File: src/rtl/cpu_pkg.sv
// rtl/cpu_pkg.sv - shared CPU types and constants for fetch and decode
package cpu_pkg;

  localparam int INSTR_W = 32;
  localparam logic [31:0] RESET_PC_DEFAULT = 32'h0000_0000;

  typedef enum logic {
    FS_RUN,
    FS_HALTED
  } fetch_state_t;

  typedef struct packed {
    logic [INSTR_W-1:0] instr;
    logic [31:0]        pc;
    logic               valid;
  } fetch_out_t;

  // Fetch addresses are always word aligned; the low two bits are dropped.
  function automatic logic [31:0] word_align(input logic [31:0] addr);
    return {addr[31:2], 2'b00};
  endfunction

endpackage

File: src/rtl/instr_fetch_if.sv
// rtl/instr_fetch_if.sv - fetch stage bus: instruction memory, decode and execute side
interface instr_fetch_if
  import cpu_pkg::*;
#(
  parameter int IMEM_AW = 11
);

  logic [IMEM_AW-1:0] imem_addr;
  logic               imem_rd;
  logic [31:0]        imem_rdata;
  logic               stall;
  logic               redirect;
  logic [31:0]        redirect_pc;
  logic               halt;
  logic [INSTR_W-1:0] instr_o;
  logic [31:0]        pc_o;
  logic               valid_o;

  modport master (
    output imem_addr, imem_rd, instr_o, pc_o, valid_o,
    input  imem_rdata, stall, redirect, redirect_pc, halt
  );

  modport slave (
    input  imem_addr, imem_rd, instr_o, pc_o, valid_o,
    output imem_rdata, stall, redirect, redirect_pc, halt
  );

endinterface

File: src/rtl/fetch_skid_buf.sv
// rtl/fetch_skid_buf.sv - one-entry instruction+PC holding register
module fetch_skid_buf
  import cpu_pkg::*;
(
  input  logic               clk,
  input  logic               rst,
  input  logic               load,
  input  logic               clear,
  input  logic [INSTR_W-1:0] wr_instr,
  input  logic [31:0]        wr_pc,
  output logic               full,
  output logic [INSTR_W-1:0] instr,
  output logic [31:0]        pc
);

  // Clear wins over load so a flush can never leave a stale word behind.
  always_ff @(posedge clk) begin
    if (rst) begin
      full  <= 1'b0;
      instr <= '0;
      pc    <= '0;
    end else if (clear) begin
      full <= 1'b0;
    end else if (load) begin
      full  <= 1'b1;
      instr <= wr_instr;
      pc    <= wr_pc;
    end
  end

endmodule

File: src/rtl/instr_fetch.sv
// rtl/instr_fetch.sv - instruction fetch stage; IFETCH_PERF_EN adds fetch/stall counters
module instr_fetch
  import cpu_pkg::*;
#(
  parameter logic [31:0] RESET_PC = RESET_PC_DEFAULT,
  parameter int          IMEM_AW  = 11
) (
  input  logic               clk,
  input  logic               rst,
  instr_fetch_if.master      bus
`ifdef IFETCH_PERF_EN
  ,
  output logic [31:0]        fetch_cnt,
  output logic [31:0]        stall_cnt
`endif
);

  fetch_state_t       state;
  fetch_state_t       state_next;
  logic [31:0]        pc_q;
  logic               inflight_q;
  logic [31:0]        inflight_pc_q;
  fetch_out_t         out_q;
  logic               skid_v;
  logic [INSTR_W-1:0] skid_instr;
  logic [31:0]        skid_pc;
  logic               held;
  logic               issue;
  logic               skid_load;
  logic               skid_clear;

  // Decode is holding the current output; nothing may move into it.
  assign held = out_q.valid && bus.stall;

  // A new read is only allowed when its data is guaranteed a landing slot.
  assign issue = (state == FS_RUN) && !rst && !bus.redirect && !bus.halt
                 && !skid_v && !held;

  assign skid_load  = !bus.redirect && !bus.halt && inflight_q && held;
  assign skid_clear = bus.redirect || bus.halt || (!held && skid_v);

  assign bus.imem_rd   = issue;
  assign bus.imem_addr = pc_q[IMEM_AW+1:2];
  assign bus.instr_o   = out_q.instr;
  assign bus.pc_o      = out_q.pc;
  assign bus.valid_o   = out_q.valid;

  fetch_skid_buf u_skid (
    .clk      (clk),
    .rst      (rst),
    .load     (skid_load),
    .clear    (skid_clear),
    .wr_instr (bus.imem_rdata),
    .wr_pc    (inflight_pc_q),
    .full     (skid_v),
    .instr    (skid_instr),
    .pc       (skid_pc)
  );

  // State register.
  always_ff @(posedge clk) begin
    if (rst) state <= FS_RUN;
    else     state <= state_next;
  end

  // Redirect beats halt; HALTED is left only by redirect or reset.
  always_comb begin
    state_next = state;
    if (bus.redirect)  state_next = FS_RUN;
    else if (bus.halt) state_next = FS_HALTED;
  end

  // PC, in-flight tracking and the decode-facing output register.
  always_ff @(posedge clk) begin
    if (rst) begin
      pc_q          <= RESET_PC;
      inflight_q    <= 1'b0;
      inflight_pc_q <= '0;
      out_q         <= '0;
    end else if (bus.redirect) begin
      pc_q        <= word_align(bus.redirect_pc);
      inflight_q  <= 1'b0;
      out_q.valid <= 1'b0;
    end else if (bus.halt) begin
      inflight_q  <= 1'b0;
      out_q.valid <= 1'b0;
    end else begin
      inflight_q <= issue;
      if (issue) begin
        inflight_pc_q <= pc_q;
        pc_q          <= pc_q + 32'd4;
      end
      if (!held) begin
        if (skid_v) begin
          out_q <= '{instr: skid_instr, pc: skid_pc, valid: 1'b1};
        end else if (inflight_q) begin
          out_q <= '{instr: bus.imem_rdata, pc: inflight_pc_q, valid: 1'b1};
        end else begin
          out_q.valid <= 1'b0;
        end
      end
    end
  end

`ifdef IFETCH_PERF_EN
  // Free-running event counters; only reset clears them.
  always_ff @(posedge clk) begin
    if (rst) begin
      fetch_cnt <= '0;
      stall_cnt <= '0;
    end else begin
      fetch_cnt <= fetch_cnt + {31'd0, issue};
      stall_cnt <= stall_cnt + {31'd0, held};
    end
  end
`endif

endmodule

File: src/flat_wrapper.sv
// flat-port wrapper written by rule: the top's interface ports become plain ports
module instr_fetch_flat import cpu_pkg::*;
#(
  parameter logic [31:0] RESET_PC = RESET_PC_DEFAULT,
  parameter int          IMEM_AW  = 11
)
  (clk, rst, bus_imem_addr, bus_imem_rd, bus_instr_o, bus_pc_o, bus_valid_o, bus_imem_rdata, bus_stall, bus_redirect, bus_redirect_pc, bus_halt);
  instr_fetch_if #(.IMEM_AW(IMEM_AW)) bus_i ();
  input  logic clk;
  input  logic rst;
  output wire logic [$bits(bus_i.imem_addr)-1:0] bus_imem_addr;
  output wire logic [$bits(bus_i.imem_rd)-1:0] bus_imem_rd;
  output wire logic [$bits(bus_i.instr_o)-1:0] bus_instr_o;
  output wire logic [$bits(bus_i.pc_o)-1:0] bus_pc_o;
  output wire logic [$bits(bus_i.valid_o)-1:0] bus_valid_o;
  input wire logic [$bits(bus_i.imem_rdata)-1:0] bus_imem_rdata;
  input wire logic [$bits(bus_i.stall)-1:0] bus_stall;
  input wire logic [$bits(bus_i.redirect)-1:0] bus_redirect;
  input wire logic [$bits(bus_i.redirect_pc)-1:0] bus_redirect_pc;
  input wire logic [$bits(bus_i.halt)-1:0] bus_halt;
  assign bus_imem_addr = bus_i.imem_addr;
  assign bus_imem_rd = bus_i.imem_rd;
  assign bus_instr_o = bus_i.instr_o;
  assign bus_pc_o = bus_i.pc_o;
  assign bus_valid_o = bus_i.valid_o;
  assign bus_i.imem_rdata = bus_imem_rdata;
  assign bus_i.stall = bus_stall;
  assign bus_i.redirect = bus_redirect;
  assign bus_i.redirect_pc = bus_redirect_pc;
  assign bus_i.halt = bus_halt;
  instr_fetch #(.RESET_PC(RESET_PC), .IMEM_AW(IMEM_AW)) u_core (.clk(clk), .rst(rst), .bus(bus_i));
endmodule
File: config.mk
export PLATFORM = sky130hd
export DESIGN_NAME = instr_fetch_flat
export DESIGN_NICKNAME = d
export VERILOG_FILES = /design/src/rtl/cpu_pkg.sv /design/src/rtl/instr_fetch_if.sv /design/src/rtl/fetch_skid_buf.sv /design/src/rtl/instr_fetch.sv /design/src/flat_wrapper.sv
export SDC_FILE = /design/constraint.sdc
export NUM_CORES = 1
export LEC_CHECK = 0
export BUFFER_PORTS_ARGS = -buffer_cell sky130_fd_sc_hd__buf_2
export CORE_ASPECT_RATIO = 1.2
export CORE_UTILIZATION = 39
export DETAILED_ROUTE_END_ITERATION = 6
export HOLD_SLACK_MARGIN = 0.05
export SYNTH_ARGS = -nofsm -noshare
export SYNTH_HDL_FRONTEND = slang
export SYNTH_HIERARCHICAL = 1
export SYNTH_SLANG_ARGS = --single-unit
export TNS_END_PERCENT = 50
File: constraint.sdc
create_clock -name clk -period 5.3 [get_ports clk]
set_input_delay 0.265 -clock clk [delete_from_list [all_inputs] [get_ports clk]]
set_output_delay 0.265 -clock clk [all_outputs]
set_load 0.005 [all_outputs]
---- Word-level counts from Yosys, hierarchy flattened ----
Cells that the tools add are included.
storage, ports and cells
  bits in registers ....................... 196
  logic and storage cells ................. 51
cells by class
  add/subtract/negate cells ............... 1
  equal/unequal tests ..................... 1
  mux-type cells .......................... 6
  bitwise operators ....................... 5
  reductions and logical operators ........ 27
operators by type and width
  operator                                                         count
  32-bit two-way mux                                               3
  65-bit two-way mux                                               1
  64-bit two-way mux                                               1
  32-bit by 3-bit adder with 32-bit output, second input constant  1
  1-bit logical AND                                                10
  2-bit AND reduction                                              3
  1-bit zero test                                                  5
  1-bit NOT                                                        5
  4-bit AND reduction                                              1
  2-bit nonzero test                                               2
  2-bit OR reduction                                               2
  3-bit AND reduction                                              1
  3-bit OR reduction                                               1
  1-bit logical OR                                                 2
  2-bit != test, second input constant                             1
  1-bit two-way mux                                                1

---- Longest topological paths before layout ----
Gate-level depths: netlist (run 1).
  depth after elaboration ................. 9
  depth in mapped cells ................... 8
  mapped depth without buffers ............ 6

---- Modules after synthesis ----
Netlist (run 1), hierarchy kept.
by module, submodules not included
  module          times used  cells an instance  area an instance (µm²)  sequential area each (µm²)
  instr_fetch     1           674                5805.6                  2542.4
  fetch_skid_buf  1           295                3194.3                  1301.2

---- Worst setup path before layout (run 1) ----
No wires, ideal clock.
  path kind ............................... flip-flop to flip-flop
  start ................................... register u_core.pc_q[2]
  end ..................................... register u_core.pc_q[18]
  library setup time ...................... 134 ps
  data arrival time ....................... 1997 ps
  required time ........................... 5166 ps
  path slack .............................. 3170 ps
  cell stages (with the launch flop) ...... 7
  path buffers ............................ 0
  clock period less this slack ............ 2130 ps
  cell sequence ........................... dfxtp_1 ha_1 nand4_2 or4_4 or3_1 a31oi_1 o22ai_1
on the way
  longest elaborated chain between the ends .. 4
ends and longest elaborated chain
  element                                   line               source
  start: declaration                        instr_fetch.sv:20  logic [31:0] pc_q;
  start signal: assignment                  instr_fetch.sv:81  pc_q <= word_align(bus.redirect_pc);
  start signal: assignment                  instr_fetch.sv:91  pc_q <= pc_q + 32'd4;
  32-bit by 3-bit adder with 32-bit output  instr_fetch.sv:91
  32-bit two-way mux                        instr_fetch.sv:89  if (issue) begin
  32-bit two-way mux                        instr_fetch.sv:84  end else if (bus.halt) begin
  32-bit two-way mux                        instr_fetch.sv:80  end else if (bus.redirect) begin
Every way passes these cells. The select of a mux whose other input is x is not followed.
A chain may end at the register's enable or synchronous reset.

---- Worst setup path after layout (run 1) ----
  start ................................... register u_core.u_skid.full
  end ..................................... register u_core.out_q, in the netlist u_core/bus.instr_o[13]
on the way
  longest elaborated chain between the ends .. 2
  elaborated cells on any way between the ends .. 3
  classes of those cells .................. 1 x mux; 2 x reduce/logical
ends and longest elaborated chain
  element                        line                  source
  start: declaration             fetch_skid_buf.sv:11  output logic full,
  start signal: assignment       fetch_skid_buf.sv:19  full <= 1'b0;
  start signal: assignment       fetch_skid_buf.sv:23  full <= 1'b0;
  start signal: assignment       fetch_skid_buf.sv:25  full <= 1'b1;
  2-bit nonzero test (no line)   --
  4-bit AND reduction (no line)  --
  end signal: assignment         instr_fetch.sv:95     out_q <= '{instr: skid_instr, pc: skid_pc, valid: 1'b1};
  end signal: assignment         instr_fetch.sv:97     out_q <= '{instr: bus.imem_rdata, pc: inflight_pc_q, valid: 1'b1};
  end: declaration               instr_fetch.sv:23     fetch_out_t out_q;
Several ways; a longest one is shown, not always the timed one.

==> implementation parameters, run 1 <==
Parameter                              Value

Logic synthesis
  Number of distinct standard cells referenced by the synthesized netlist    62
  Fraction of post-synthesis cell area in the top cell type by area    42.71%
  Post-synth ARST share    0%
  Dominant synthesized flop cell    dfxtp_1
  Yosys warning total    6
  Biggest area consumer among synthesized cells    dfxtp_1
  Register area share after synthesis    42.71%
  Average cell area after synthesis    9.288 um^2
  Summed instance area of the synthesized netlist    9000 um^2
  Count of flip-flops with a built-in enable after synthesis    0
  Number of storage elements in the synthesis netlist    192
  Gate Count Post-Synth    969
  Main area contributors after synthesis    dfxtp_1 43%, nand4bb_1 8.0%, mux2i_1 6.9%

Timing
  Pin slew with the least headroom to its limit    1.086 ns
  Number of pins exceeding their max-slew limit in the final report    0
  Sum of negative setup slack    0 ns
  Worst Skew    0.01218 ns
  Remaining max-slew budget at the tightest pin    27.46%
  Hold violation total from the final report    0
  Maximum clock frequency    366.5 MHz
  Minimum period implied by the final worst setup slack    2.728 ns
  Min setup slack post-route    2.572 ns
  Final setup violation count    0
  Post-route worst hold slack    0.07390 ns
  Share of the clock period used by the worst path    51.48%
  Setup repair after global routing missed its margin    false

Worst setup path
  Series of cell instances along the critical path    nor2_1 -> nor2b_4 -> buf_4 -> nor2_1 -> a211oi_1
  Critical Path Most Common Cell    nor2_1
  CP max stage cell    nor2b_4
  Largest delay share family, worst path    simple AND/OR/NAND/NOR gates
  Worst setup path class    flip-flop to flip-flop
  Critical path buffers and inverters    1
  Maximum fanout along the worst path    48
  Delay of the slowest cell on the worst path    0.88 ns
  Startpoint types    flip-flop
  Arrival time worst endpoint    3.05 ns
  Critical path required time    5.62 ns
  Capturing element type of the critical path    flip-flop

Finish
  Commonest non-fill, non-tap cells in the layout    191 x dfxtp_1, 142 x buf_2, 87 x nand2_1
  Final Util    45.61%
  Synth-to-Final Area Change    14.14%
  Leading cell type in the layout, fill and taps excluded    dfxtp_1
  Number of filler cells placed in the layout    2236
  Sequential cell area    3847 um^2
  Ant diodes    0
  Total Nets Final    1111
  Non-Filler Cell Area, Final    10270 um^2
  Share of final-layout standard cells stronger than drive strength 1    24.12%
  Post-layout instance count excluding filler cells    1332
  Multi-input logic area    4606 um^2

Routing
  Average wire per standard cell    16.46 um
  Detailed Route WL    21920 um
  Via density per instance    5.396
  Count of unresolved DRC violations after routing    0
  Final ANT Viol Nets    0
  Initial DRT Pass Iterations    5
  Drt first-iter violations    388
  Count of vias placed by the detailed router    7187

Clock network
  CTS tree    yes
  Post-CTS setup buffer count    0
  Clock slew seen by the registers of the worst setup and hold paths    0.07 ns
  # hold bufs at CTS    2
  TritonCTS sink count    192
  TritonCTS Buffers    17
  Clock root cell    clkbuf_16
  CTS-repair resized insts    0
  Clk buf depth    2
  Worst skew pair latency    0.43 ns
  Level count of the clock H-tree    4

Die
  Die area    23690 um^2
  Area of the core    22520 um^2
  Row count    60
  Die extent in y    168.4 um
  Top Ports    146
  Initial core utilization    39.96%
  Die W    140.7 um

Pwr
  Leakage dissipation    3.570 nW
  Maximum resistive drop on vdd    215.7 uV
  Overall power of the completed layout    3.028 mW
  Ratio of total power to cell area    294.8 nW/um^2

GRT
  Remaining Overflow, GRT    0
  Via count of the first global-routing pass    6780
  Wire length of the first global-routing pass    35770 um
  Tot GR Track Use    18.84%
  Pin count of the biggest net entering global routing    119
  Antenna violations before repair    0

Place
  Area after detailed placement    9651 um^2
  Placed Cells incl. Taps    1299
  Post-Place Worst Slack    2.303 ns
  Half-perimeter wire length of the detailed placement result    13710 um
  I/O Buffers    143
  Placer congestion estimate    0.8067

Min path
  Hold Crit Class    primary input to flip-flop

Outcome
  Run status    complete, no violations

Run
  Count of maximum capacitance violations    0
[synthesized netlist by cell type (5+ instances only)]
cell       number
dfxtp_1       192
nand2_1        87
nor2_1         74
nand2b_1       64
nand4bb_1      64
a211oi_1       62
mux2i_1        62
a21oi_1        55
o21ai_2        55
clkbuf_1       40
buf_2          30
o21ai_1        18
nand3_1        13
buf_4          12
a31oi_1        10
buf_6          10
nor3_1          9
o211ai_1        9
buf_1           8
nand4_1         7
inv_1           6
or3_1           6
nor4_1          5
[registers in the layout (all words and copies together) (netlist names)]
| name | count |
|---|---|
| u_core/u_skid/full | 1 |
| u_core/u_skid/pc | 32 |
| u_core/bus.instr_o | 32 |
| u_core/inflight_q | 1 |
| u_core/inflight_pc_q | 30 |
| u_core/bus.pc_o | 32 |
| u_core/pc_q | 30 |
| u_core/state | 1 |
| u_core/u_skid/instr | 32 |
| u_core/bus.valid_o | 1 |
[where the power goes]
group          leakage, nW  switching [mW]  internal (mW)
Sequential            1.56          0.0325           1.47
Clock                0.294           0.546          0.786
Combinational         1.72           0.106         0.0883
[cell type report]
cell class                 count  area share, %
tap                          279          3.398
clock buffer                  20          4.251
inverter                       7         0.2558
multi-input combinational    668          44.84
sequential                   192          37.45
clock inverter                11          1.608
timing repair buffer         155          8.197
[per-layer routing]
layer,wire length (um),GRT usage [%],up-vias
li1,-,-,3645
met2,10950,32.19,130
met3,666,2.787,12
met4,227,5.860,0
met5,0,0,-
met1,10080,24.36,3400
[worst paths after layout]
kind              slack [ns]  cells after the start                     end              startpoint
hold / removal          0.07                      3         u_core/pc_q[31]     bus_redirect_pc[31]
setup / recovery        2.57                      5  u_core/bus.instr_o[13]      u_core/u_skid/full
hold reg to reg         0.47                      2  u_core/u_skid/instr[6]  u_core/u_skid/instr[6]
setup reg to reg        2.57                      5  u_core/bus.instr_o[13]      u_core/u_skid/full
[logic make-up after synthesis]
logic type | count (synthesis) | synth area share (%)
buf+inv | 110 | 6.381
flops | 192 | 42.71
fa+ha+maj | 1 | 0.1390
compound gates | 240 | 18.85
simple gates | 358 | 24.50
mux | 62 | 6.896
xor+xnor | 5 | 0.4866
other cells | 1 | 0.04167
[worst min-delay path, delay by kind of cell]
family,cells,cell delay [ns]
buffers and inverters,1,0.09
AND/OR/NAND/NOR,2,0.11
No activity file was read; power rests on OpenSTA's default activity.
==> inputs of run 2 (changes only) <==
- clock period: 5.3 -> 2.58 ns (I/O delays scaled with it)
==> implementation parameters, run 2 (synthesized netlist as in run 1, its figures left out) <==
Parameter                              Value

Outcome
  Run status    complete, no violations (unchanged)

Finish
  Commonest non-fill, non-tap cells in the layout    191 x dfxtp_1, 142 x buf_2, 87 x nand2_1 (unchanged)
  Total Nets Final    1176 (was 1111)
  Synth-to-Final Area Change    21.06% (was 14.14%)
  Non-Filler Cell Area, Final    10900 um^2 (was 10270 um^2)
  Leading cell type in the layout, fill and taps excluded    dfxtp_1 (unchanged)
  Ant diodes    0 (unchanged)
  Share of final-layout standard cells stronger than drive strength 1    23.86% (was 24.12%)

Min path
  Hold Crit Class    primary input to flip-flop (unchanged)

Die
  Top Ports    146 (unchanged)
  Die area    23690 um^2 (unchanged)
  Die W    140.7 um (unchanged)
  Row count    60 (unchanged)
  Initial core utilization    39.96% (unchanged)
  Die extent in y    168.4 um (unchanged)
  Area of the core    22520 um^2 (unchanged)

Timing
  Remaining max-slew budget at the tightest pin    26.82% (was 27.46%)
  Min setup slack post-route    0.4127 ns (was 2.572 ns)
  Setup repair after global routing missed its margin    false (unchanged)
  Number of pins exceeding their max-slew limit in the final report    0 (unchanged)
  Minimum period implied by the final worst setup slack    2.167 ns (was 2.728 ns)
  Worst Skew    0.01089 ns (was 0.01218 ns)
  Pin slew with the least headroom to its limit    1.098 ns (was 1.086 ns)
  Final setup violation count    0 (unchanged)
  Maximum clock frequency    461.4 MHz (was 366.5 MHz)
  Hold violation total from the final report    0 (unchanged)
  Share of the clock period used by the worst path    84.00% (was 51.48%)
  Sum of negative setup slack    0 ns (unchanged)

Clock network
  TritonCTS sink count    192 (unchanged)
  Clk buf depth    2 (unchanged)
  TritonCTS Buffers    17 (unchanged)
  CTS tree    yes (unchanged)
  Post-CTS setup buffer count    0 (unchanged)
  Clock root cell    clkbuf_16 (unchanged)
  Level count of the clock H-tree    4 (unchanged)
  # hold bufs at CTS    56 (was 2)
  Worst skew pair latency    0.43 ns (about the same)
  Clock slew seen by the registers of the worst setup and hold paths    0.07 ns (about the same)
  CTS-repair resized insts    0 (unchanged)

Worst setup path
  Arrival time worst endpoint    2.47 ns (was 3.05 ns)
  Startpoint types    flip-flop (unchanged)
  Capturing element type of the critical path    flip-flop (unchanged)
  Critical path required time    2.88 ns (was 5.62 ns)
  Worst setup path class    flip-flop to flip-flop (unchanged)
  Maximum fanout along the worst path    6 (was 48)

GRT
  Remaining Overflow, GRT    0 (unchanged)
  Wire length of the first global-routing pass    37000 um (was 35770 um)
  Tot GR Track Use    19.37% (was 18.84%)
  Pin count of the biggest net entering global routing    125 (was 119)
  Via count of the first global-routing pass    7045 (was 6780)
  Antenna violations before repair    0 (unchanged)

Pwr
  Maximum resistive drop on vdd    409.9 uV (was 215.7 uV)
  Leakage dissipation    3.834 nW (was 3.570 nW)
  Ratio of total power to cell area    564.9 nW/um^2 (was 294.8 nW/um^2)
  Overall power of the completed layout    6.155 mW (was 3.028 mW)

Routing
  Drt first-iter violations    348 (was 388)
  Initial DRT Pass Iterations    4 (was 5)
  Count of unresolved DRC violations after routing    0 (unchanged)
  Via density per instance    5.307 (was 5.396)
  Detailed Route WL    22600 um (was 21920 um)
  Count of vias placed by the detailed router    7419 (was 7187)
  Final ANT Viol Nets    0 (unchanged)
  Average wire per standard cell    16.16 um (was 16.46 um)

Place
  Half-perimeter wire length of the detailed placement result    13810 um (was 13710 um)
  I/O Buffers    143 (unchanged)
  Post-Place Worst Slack    0.4322 ns (was 2.303 ns)
  Area after detailed placement    9758 um^2 (was 9651 um^2)
  Placer congestion estimate    0.7847 (was 0.8067)

Run
  Count of maximum capacitance violations    0 (unchanged)
[run 2: cell count changes in the layout (fill, tap and decap cells not counted)]
cell / previous run / this run
dlygate4sd3_1: 2 / 56
buf_4: 8 / 17
clkinv_4: 2 / 3
clkbuf_8: 0 / 1
bufinv_16: 4 / 1
clkbuf_16: 17 / 18
clkinv_2: 4 / 2
inv_6: 0 / 1
clkinvlp_4: 1 / 4
buf_12: 2 / 4
clkbuf_1: 3 / 2
[run 2: critical path, cell delays in order (launching register included)]
cell,delay (ns)
dfxtp_1,0.34
ha_1,0.28
nand4_2,0.20
or4_4,0.60
or3_1,0.34
a31oi_1,0.17
o22ai_1,0.10
[run 2: final timing paths]
check / startpoint / end / slack (ns) / depth (start not counted)
min reg2reg: u_core/u_skid/instr[28] / u_core/u_skid/instr[28] / 0.47 / 2
max reg2reg: u_core/pc_q[2] / u_core/pc_q[18] / 0.41 / 6
max: u_core/pc_q[2] / u_core/pc_q[18] / 0.41 / 6
min: bus_redirect_pc[14] / u_core/pc_q[14] / 0.07 / 3
[run 2: cell type report]
| class | count | area [um^2] |
|---|---|---|
| inverter | 7 | 26.28 |
| timing repair buffer | 220 | 1490 |
| clock inverter | 11 | 105.1 |
| sequential | 192 | 3847 |
| clock buffer | 21 | 471.7 |
| tap | 279 | 349.1 |
| fill | 2174 | 11630 |
| multi-input combinational | 668 | 4606 |
[run 2: where the power goes]
part | switching, mW | total (mW) | internal (mW)
Clock | 1.17 | 2.59 | 1.42
Combinational | 0.238 | 0.483 | 0.245
Sequential | 0.0613 | 3.08 | 3.02
[run 2: metrics by stage]
step / std cells / hold slack, ns / utilization (%)
after floorplan: 970 / 0.2205 / -
after global placement: 1310 / 0.3426 / 43.33
after detailed placement: 1310 / 0.3437 / 43.33
after CTS: 1398 / 0.05678 / 48.38
after global routing: 1398 / 0.07079 / 48.38
final: 1398 / 0.07478 / 48.38
[run 2: layer usage]
metal	track usage, %	up-vias	share of wire (%)
li1	-	3762	-
met1	25.47	3510	47
met2	32.62	135	49
met3	3.413	12	2.6
met4	5.057	0	0.86
met5	0	-	0
